--- config.mk ---
export PLATFORM = sky130hd
export DESIGN_NAME = rv_multicycle_ctrl_alu
export DESIGN_NICKNAME = d
export VERILOG_FILES = /design/src/rtl/rv_multicycle_ctrl_alu.sv
export SDC_FILE = /design/constraint.sdc
export NUM_CORES = 1
export LEC_CHECK = 0
export ABC_AREA = 0
export CAP_MARGIN = 0
export CORE_UTILIZATION = 45
export DETAILED_ROUTE_END_ITERATION = 8
export GPL_ROUTABILITY_DRIVEN = 0
export PLACE_DENSITY_LB_ADDON = 0.3
export SYNTH_ARGS = -nofsm -noshare
export SYNTH_HDL_FRONTEND = slang
export SYNTH_SLANG_ARGS = --single-unit
--- constraint.sdc ---
create_clock -name clk -period 4.3 [get_ports clk]
set_input_delay 0.645 -clock clk [delete_from_list [all_inputs] [get_ports clk]]
set_output_delay 0.645 -clock clk [all_outputs]
set_load 0.02 [all_outputs]
--- src/rtl/rv_multicycle_ctrl_alu.sv ---
// rtl/rv_multicycle_ctrl_alu.sv - multicycle RV32I control FSM, decoders, immediate extender and ALU
module rv_multicycle_ctrl_alu #(
    parameter int XLEN = 32
) (
    input  logic            clk,
    input  logic            reset,
    input  logic [6:0]      opcode,
    input  logic [2:0]      func3,
    input  logic [6:0]      func7,
    input  logic [24:0]     imm_field,
    input  logic [XLEN-1:0] src_a,
    input  logic [XLEN-1:0] src_b,
    output logic            IRWrite,
    output logic            MemWrite,
    output logic            AdrSrc,
    output logic            PCWrite,
    output logic            RegWrite,
    output logic [1:0]      ResultSrc,
    output logic [1:0]      ALUSrcA,
    output logic [1:0]      ALUSrcB,
    output logic [1:0]      ImmSrc,
    output logic [2:0]      ALUControl,
    output logic [XLEN-1:0] imm_ext,
    output logic [XLEN-1:0] alu_result,
    output logic            zero,
    output logic [3:0]      state
);

    typedef enum logic [3:0] {
        S_FETCH    = 4'd0,
        S_DECODE   = 4'd1,
        S_MEMADR   = 4'd2,
        S_MEMREAD  = 4'd3,
        S_MEMWB    = 4'd4,
        S_MEMWRITE = 4'd5,
        S_EXECR    = 4'd6,
        S_ALUWB    = 4'd7,
        S_EXECI    = 4'd8,
        S_JAL      = 4'd9,
        S_BEQ      = 4'd10
    } state_t;

    typedef enum logic [1:0] {
        ALUOP_ADD  = 2'b00,
        ALUOP_SUB  = 2'b01,
        ALUOP_FUNC = 2'b10
    } aluop_t;

    localparam logic [6:0] OP_LW    = 7'b0000011;
    localparam logic [6:0] OP_SW    = 7'b0100011;
    localparam logic [6:0] OP_RTYPE = 7'b0110011;
    localparam logic [6:0] OP_ITYPE = 7'b0010011;
    localparam logic [6:0] OP_JAL   = 7'b1101111;
    localparam logic [6:0] OP_BEQ   = 7'b1100011;

    state_t state_q;
    state_t state_d;
    aluop_t alu_op;
    logic   pc_update;
    logic   branch;
    logic   ir_write_raw;
    logic   mem_write_raw;
    logic   reg_write_raw;

    logic unused_func7;
    assign unused_func7 = ^{func7[6], func7[4:0]};

    always_ff @(posedge clk) begin
        if (!reset) begin
            state_q <= S_FETCH;
        end else begin
            state_q <= state_d;
        end
    end

    always_comb begin
        state_d       = S_FETCH;
        alu_op        = ALUOP_ADD;
        pc_update     = 1'b0;
        branch        = 1'b0;
        ir_write_raw  = 1'b0;
        mem_write_raw = 1'b0;
        reg_write_raw = 1'b0;
        AdrSrc        = 1'b0;
        ResultSrc     = 2'b00;
        ALUSrcA       = 2'b00;
        ALUSrcB       = 2'b00;
        case (state_q)
            S_FETCH: begin
                state_d      = S_DECODE;
                ir_write_raw = 1'b1;
                ALUSrcB      = 2'b10;
                pc_update    = 1'b1;
            end
            S_DECODE: begin
                ALUSrcA = 2'b01;
                ALUSrcB = 2'b01;
                case (opcode)
                    OP_LW, OP_SW: state_d = S_MEMADR;
                    OP_RTYPE:     state_d = S_EXECR;
                    OP_ITYPE:     state_d = S_EXECI;
                    OP_JAL:       state_d = S_JAL;
                    OP_BEQ:       state_d = S_BEQ;
                    default:      state_d = S_FETCH;
                endcase
            end
            S_MEMADR: begin
                ALUSrcA = 2'b10;
                ALUSrcB = 2'b01;
                state_d = (opcode == OP_SW) ? S_MEMWRITE : S_MEMREAD;
            end
            S_MEMREAD: begin
                ResultSrc = 2'b10;
                AdrSrc    = 1'b1;
                state_d   = S_MEMWB;
            end
            S_MEMWB: begin
                ResultSrc     = 2'b01;
                reg_write_raw = 1'b1;
            end
            S_MEMWRITE: begin
                ResultSrc     = 2'b10;
                AdrSrc        = 1'b1;
                mem_write_raw = 1'b1;
            end
            S_EXECR: begin
                ALUSrcA = 2'b10;
                alu_op  = ALUOP_FUNC;
                state_d = S_ALUWB;
            end
            S_EXECI: begin
                ALUSrcA = 2'b10;
                ALUSrcB = 2'b01;
                alu_op  = ALUOP_FUNC;
                state_d = S_ALUWB;
            end
            S_ALUWB: begin
                ResultSrc     = 2'b10;
                reg_write_raw = 1'b1;
            end
            S_JAL: begin
                ALUSrcA   = 2'b01;
                ALUSrcB   = 2'b10;
                ResultSrc = 2'b10;
                pc_update = 1'b1;
                state_d   = S_ALUWB;
            end
            S_BEQ: begin
                ALUSrcA   = 2'b10;
                alu_op    = ALUOP_SUB;
                ResultSrc = 2'b10;
                branch    = 1'b1;
            end
            default: state_d = S_FETCH;
        endcase
    end

    // Holding reset low masks every write so an aborted instruction leaves no trace.
    assign IRWrite  = reset & ir_write_raw;
    assign MemWrite = reset & mem_write_raw;
    assign RegWrite = reset & reg_write_raw;
    assign PCWrite  = reset & (pc_update | (branch & zero));
    assign state    = state_q;

    always_comb begin
        case (opcode)
            OP_SW:   ImmSrc = 2'b01;
            OP_BEQ:  ImmSrc = 2'b10;
            OP_JAL:  ImmSrc = 2'b11;
            default: ImmSrc = 2'b00;
        endcase
    end

    always_comb begin
        ALUControl = 3'b000;
        case (alu_op)
            ALUOP_SUB: ALUControl = 3'b001;
            ALUOP_FUNC: begin
                case (func3)
                    3'b000:  ALUControl = (opcode[5] & func7[5]) ? 3'b001 : 3'b000;
                    3'b010:  ALUControl = 3'b101;
                    3'b100:  ALUControl = 3'b100;
                    3'b110:  ALUControl = 3'b011;
                    3'b111:  ALUControl = 3'b010;
                    default: ALUControl = 3'b000;
                endcase
            end
            default: ALUControl = 3'b000;
        endcase
    end

    always_comb begin
        case (ALUControl)
            3'b000:  alu_result = src_a + src_b;
            3'b001:  alu_result = src_a - src_b;
            3'b010:  alu_result = src_a & src_b;
            3'b011:  alu_result = src_a | src_b;
            3'b100:  alu_result = src_a ^ src_b;
            3'b101:  alu_result = {{(XLEN-1){1'b0}}, ($signed(src_a) < $signed(src_b))};
            default: alu_result = '0;
        endcase
    end

    assign zero = (alu_result == '0);

    // imm_field is instruction[31:7], so bit 24 is the instruction sign bit.
    always_comb begin
        case (ImmSrc)
            2'b00:   imm_ext = {{20{imm_field[24]}}, imm_field[24:13]};
            2'b01:   imm_ext = {{20{imm_field[24]}}, imm_field[24:18], imm_field[4:0]};
            2'b10:   imm_ext = {{20{imm_field[24]}}, imm_field[0], imm_field[23:18],
                                imm_field[4:1], 1'b0};
            default: imm_ext = {{12{imm_field[24]}}, imm_field[12:5], imm_field[13],
                                imm_field[23:14], 1'b0};
        endcase
    end

endmodule

==> summary.txt, run 1 <==
Synth
  – Most numerous cell in the Yosys netlist: inv_1
  – Synthesized area: 6589 um2
  – Post-synthesis mux area share: 1.063%
  – Yosys cell types: 90
  – Async SR Flop Fraction: 0%
  – Synth Area in Simple Gates: 26.62%
  – Yosys reg bits: 4
  – Largest cells by area after synthesis: ha_1 (19%), a21oi_1 (7.0%), inv_1 (6.2%)
  – Post-synth top area cell: ha_1
  – Largest family of logic cells by synthesized area: compound AO/OA/AOI/OAI gates
  – Seq/Total Area, Yosys: 1.215%
  – Synth cell count leaders: inv_1 (108), nor2_1 (107), nand2_1 (101), ha_1 (100), a21oi_1 (92)
  – Syn_area_per_cell: 6.460 um2
  – XOR/XNOR share of the synthesized area: 1.462%
  – Dominant synthesized flop cell: dfxtp_1
  – Top cell type's share of synthesized area: 18.99%
  – Synth Instances: 1020
  – Post-Synth Adder-Cell Area: 19.60%
  – Synthesized Nets: 1230
  – Synth Area in Compound Gates: 37.73%
  – EDFF count, synth: 0
  – Synth warn: 0

Die
  – Chip width: 123.0 um
  – I/O pins: 193
  – Row count: 43
  – Die Ht: 123.0 um
  – Starting density of the core: 46.74%

CTS
  – CTS H-tree lvls: 1
  – CTS max path bufs: 2
  – Clock Sinks: 4
  – Clock root cell: clkbuf_16
  – Total CTS buffers: 3

Status
  – Error: [ERROR GRT-0232] Routing congestion too high. Check the congestion heatmap in the GUI.
  – Status: stopped before the end
  – Failing step: 5_1_grt

GRT
  – Largest net degree at the start of global routing: 16
  – GR Util All Layers: 77.27%
  – Remaining Overflow, GRT: 115

Placement
  – Post-Place Cells: 1687
  – Placed Instance Area: 11110 um2
  – Hpwl dp: 24.45 mm
  – Worst slack, placed: -1.293 ns
  – Port-buffer cells: 174

Timing
  – Worst EP Category: primary output
  – Worst_ep grt: PCWrite
repair_timing:
item	CTS
pin swaps	48
hold buffers	0
buffers inserted	18
endpoints found under the hold margin	0
endpoints found under the setup margin	31
resized for setup	191
cell families after synthesis:
logic type                 count (synthesis)
and+or+nand+nor                          361
AOI/OAI and AO/OA                        351
buffers and inverters                    184
adders and majority gates                102
xor gates and xnor gates                  11
muxes                                      7
DFF                                        4
routing by layer:
metal	track usage (%)	GRT overflow
met1	76.41	2
met2	93.61	66
met5	23.61	0
met4	78.39	41
met3	63.70	6
per-stage QoR:
stage | setup TNS [ns] | utilization [%] | hold WS (ns)
after CTS | -1.688 | 83.67 | 0.7141
after detailed placement | -12.69 | 78.83 | 0.6841
after global placement | -11.05 | 78.83 | 0.6751
after floorplan | -0.1054 | - | 0.6251
==> inputs of run 2 (changes only) <==
Settings changed: CORE_UTILIZATION 45 to 40, PLACE_DENSITY_LB_ADDON 0.3 to 0.15.
Clock period 4.3 ns to 5.6 ns, I/O delays scaled along.
==> summary.txt, run 2 <==
Worst setup path
  – CP Data Arrival Time: 4.66 ns
  – CP Capture Type: output port
  – CP most frequent cell: buf_4
  – CP delay by family, top: compound AO/OA/AOI/OAI gates
  – Slowest Stage Delay on Critical Path: 0.59 ns
  – Slowest-stage cell, CP: or4_4
  – Worst setup SP type: input pin
  – Critical path peak fanout: 3
  – Kind of critical path: in2out
  – Critical Path RT: 4.76 ns
  – Crit path cell chain: clkdlybuf4s50_1 > inv_1 > ha_4 > buf_4 > a21oi_1 > buf_4 > o211ai_1 > a21oi_2 > buf_4 > o211ai_1 > o211ai_1 > o221ai_2 > or4_4 > nor4b_4 > and4b_2 > a2bb2o_4 > buf_4
  – Critical path origin: src_a[6]
  – RR Startpoint: state[1]
  – CP Buf/Inv Count: 6

Finish
  – Filler Cell Count: 1423
  – Max FFs per register: 4
  – Area growth syn-to-layout: 68.71%
  – Commonest non-fill, non-tap cell in the layout: buf_4
  – Final nets: 1661
  – Ratio of cells with drive above 1 in the final layout: 28.50%
  – Most frequent cells in the layout: buf_4 (319), clkdlybuf4s50_1 (165), nor2_1 (106), inv_1 (104), nand2_1 (100)
  – Cell area after layout: 11120 um2

GRT
  – Largest net degree at the start of global routing: 21
  – Vias in the first global route: 8788
  – Initial antenna violation count: 1
  – First-pass GRT wire length: 42.81 mm
  – Remaining Overflow, GRT: 0
  – GR Util All Layers: 31.57%

Routing
  – DRT Wirelength: 28.08 mm
  – Vias: 9555
  – Routed length on met3: 2.775 mm
  – Met1 WL: 11.51 mm
  – Top Metal Used: met4
  – Wire length on met2: 12.97 mm
  – Average via count per standard cell: 5.735
  – DRC viols: 0
  – Antenna-violating nets left: 0
  – Initial DRC Count: 954
  – DRT Pass-1 Iters: 6
  – DR WL/cell: 16.85 um

CTS
  – CTS H-tree lvls: 1
  – Hold Buf Count CTS: 0
  – Clock root cell: clkbuf_16
  – Worst-skew pair later-pin latency: 0.22 ns
  – CTS tree: built
  – Clk slew on worst S/H paths: 0.03 ns
  – Clock Sinks: 4
  – CTS max path bufs: 2
  – Total CTS buffers: 3

Timing
  – Max Fclk: 181.9 MHz
  – Final setup TNS: 0 ns
  – Crit share post-route: 98.18%
  – Count of final setup violators: 0
  – Clk_skew: 0.001576 ns
  – Final Hold Vio Count: 0
  – Final min period: 5.498 ns
  – Slew headroom: 39.87%
  – Fin. max-slew vios: 0
  – Worst-Margin Slew: 0.8987 ns

Synth
  – Seq/Total Area, Yosys: 1.215%
  – Synthesized area: 6589 um2
  – Synth Instances: 1020
  – Largest cells by area after synthesis: ha_1 (19%), a21oi_1 (7.0%), inv_1 (6.2%)
  – Dominant synthesized flop cell: dfxtp_1
  – Synth warn: 0
  – EDFF count, synth: 0
  – Async SR Flop Fraction: 0%
  – Syn_area_per_cell: 6.460 um2
  – Post-synth top area cell: ha_1
  – Yosys reg bits: 4
  – Top cell type's share of synthesized area: 18.99%
  – Yosys cell types: 90
  – Most numerous cell in the Yosys netlist: inv_1
  – Synth cell count leaders: inv_1 (108), nor2_1 (107), nand2_1 (101), ha_1 (100), a21oi_1 (92)
  – Synthesized Nets: 1230

Job
  – Max Cap Viol: 0

Placement
  – Port-buffer cells: 174
  – Hpwl dp: 23.30 mm
  – Placed Instance Area: 10640 um2

Die
  – Starting density of the core: 41.18%
  – Core area: 16000 um2
  – Die Ht: 130.3 um
  – Chip width: 130.3 um
  – Die area: 16990 um2
  – Row count: 46
  – I/O pins: 193

Power and ir drop
  – VDD IR max: 0.09578 mV
  – Leak: 5.299 nW
  – PD cells: 118.6 nW/um2

Worst hold path
  – Worst Hold Class: reg2reg
  – Hold Path Origin: state[1]

Status
  – Status: completed
run 2: cell counts after synthesis:
Identical to the previous run, type by type.
run 2: tightest hold or removal path, cell delays in order (launching register included):
cell and delay (ns):
dfxtp_1 0.32, buf_4 0.18, a21oi_1 0.13, nor3b_1 0.05
run 2: cells by family after synthesis:
logic type                 share of synthesized area (%)
AOI/OAI and AO/OA                                  37.73
xor gates and xnor gates                           1.462
adders and majority gates                          19.60
DFF                                                1.215
and+or+nand+nor                                    26.62
muxes                                              1.063
buffers and inverters                              12.31
run 2: worst paths after layout:
kind,endpoint,slack [ns],cells past startpoint
min,state[0],0.74,3
min reg2reg,state[0],0.74,3
max reg2reg,state[3],4.24,4
max,PCWrite,0.10,17
run 2: repair_timing:
action / in CTS / in global routing
pin swaps: 10 / 18
endpoints found under the hold margin: 0 / 0
gates cloned: 0 / 0
gates resized for setup: 29 / 51
setup endpoints to repair: 3 / 8
buffers inserted: 4 / 4
run 2: report_power, final:
part	leakage [nW]	internal, mW	switching (mW)
Sequential	0.0326	0.0295	0.000742
Combinational	5.23	0.595	0.583
Clock	0.0370	0.0911	0.0192
Total	5.30	0.716	0.603
run 2: per-stage QoR:
stage	instances	hold WS, ns	setup slack (ns)	power, mW	util [%]
floorplan	1020	0.7433	0.4641	0.5679	-
global placement	1654	0.6977	-0.4272	1.115	66.52
detailed placement	1654	0.6997	-0.5213	1.129	66.52
CTS	1661	0.7392	0.009925	1.259	67.59
global route	1666	0.7892	-0.02083	1.406	69.47
finish	1666	0.7443	0.1020	1.319	69.47
run 2: area by class of cell:
cell class / instances / area [um2] / share of cell area, %
timing repair buffer: 497 / 4228 / 38.03
inverter: 113 / 425.4 / 3.827
clock buffer: 3 / 75.07 / 0.6754
tap: 216 / 270.3 / 2.431
multi-input combinational: 832 / 6035 / 54.29
antenna: 1 / 2.502 / 0.02251
sequential: 4 / 80.08 / 0.7204
run 2: per-layer routing:
| metal | vias up | GRT usage, % |
|---|---|---|
| li1 | 4550 | - |
| met1 | 4378 | 40.26 |
| met2 | 549 | 54.54 |
| met3 | 78 | 4.838 |
| met4 | 0 | 9.331 |
| met5 | - | 0 |
Power figures use the tool's default switching activity.
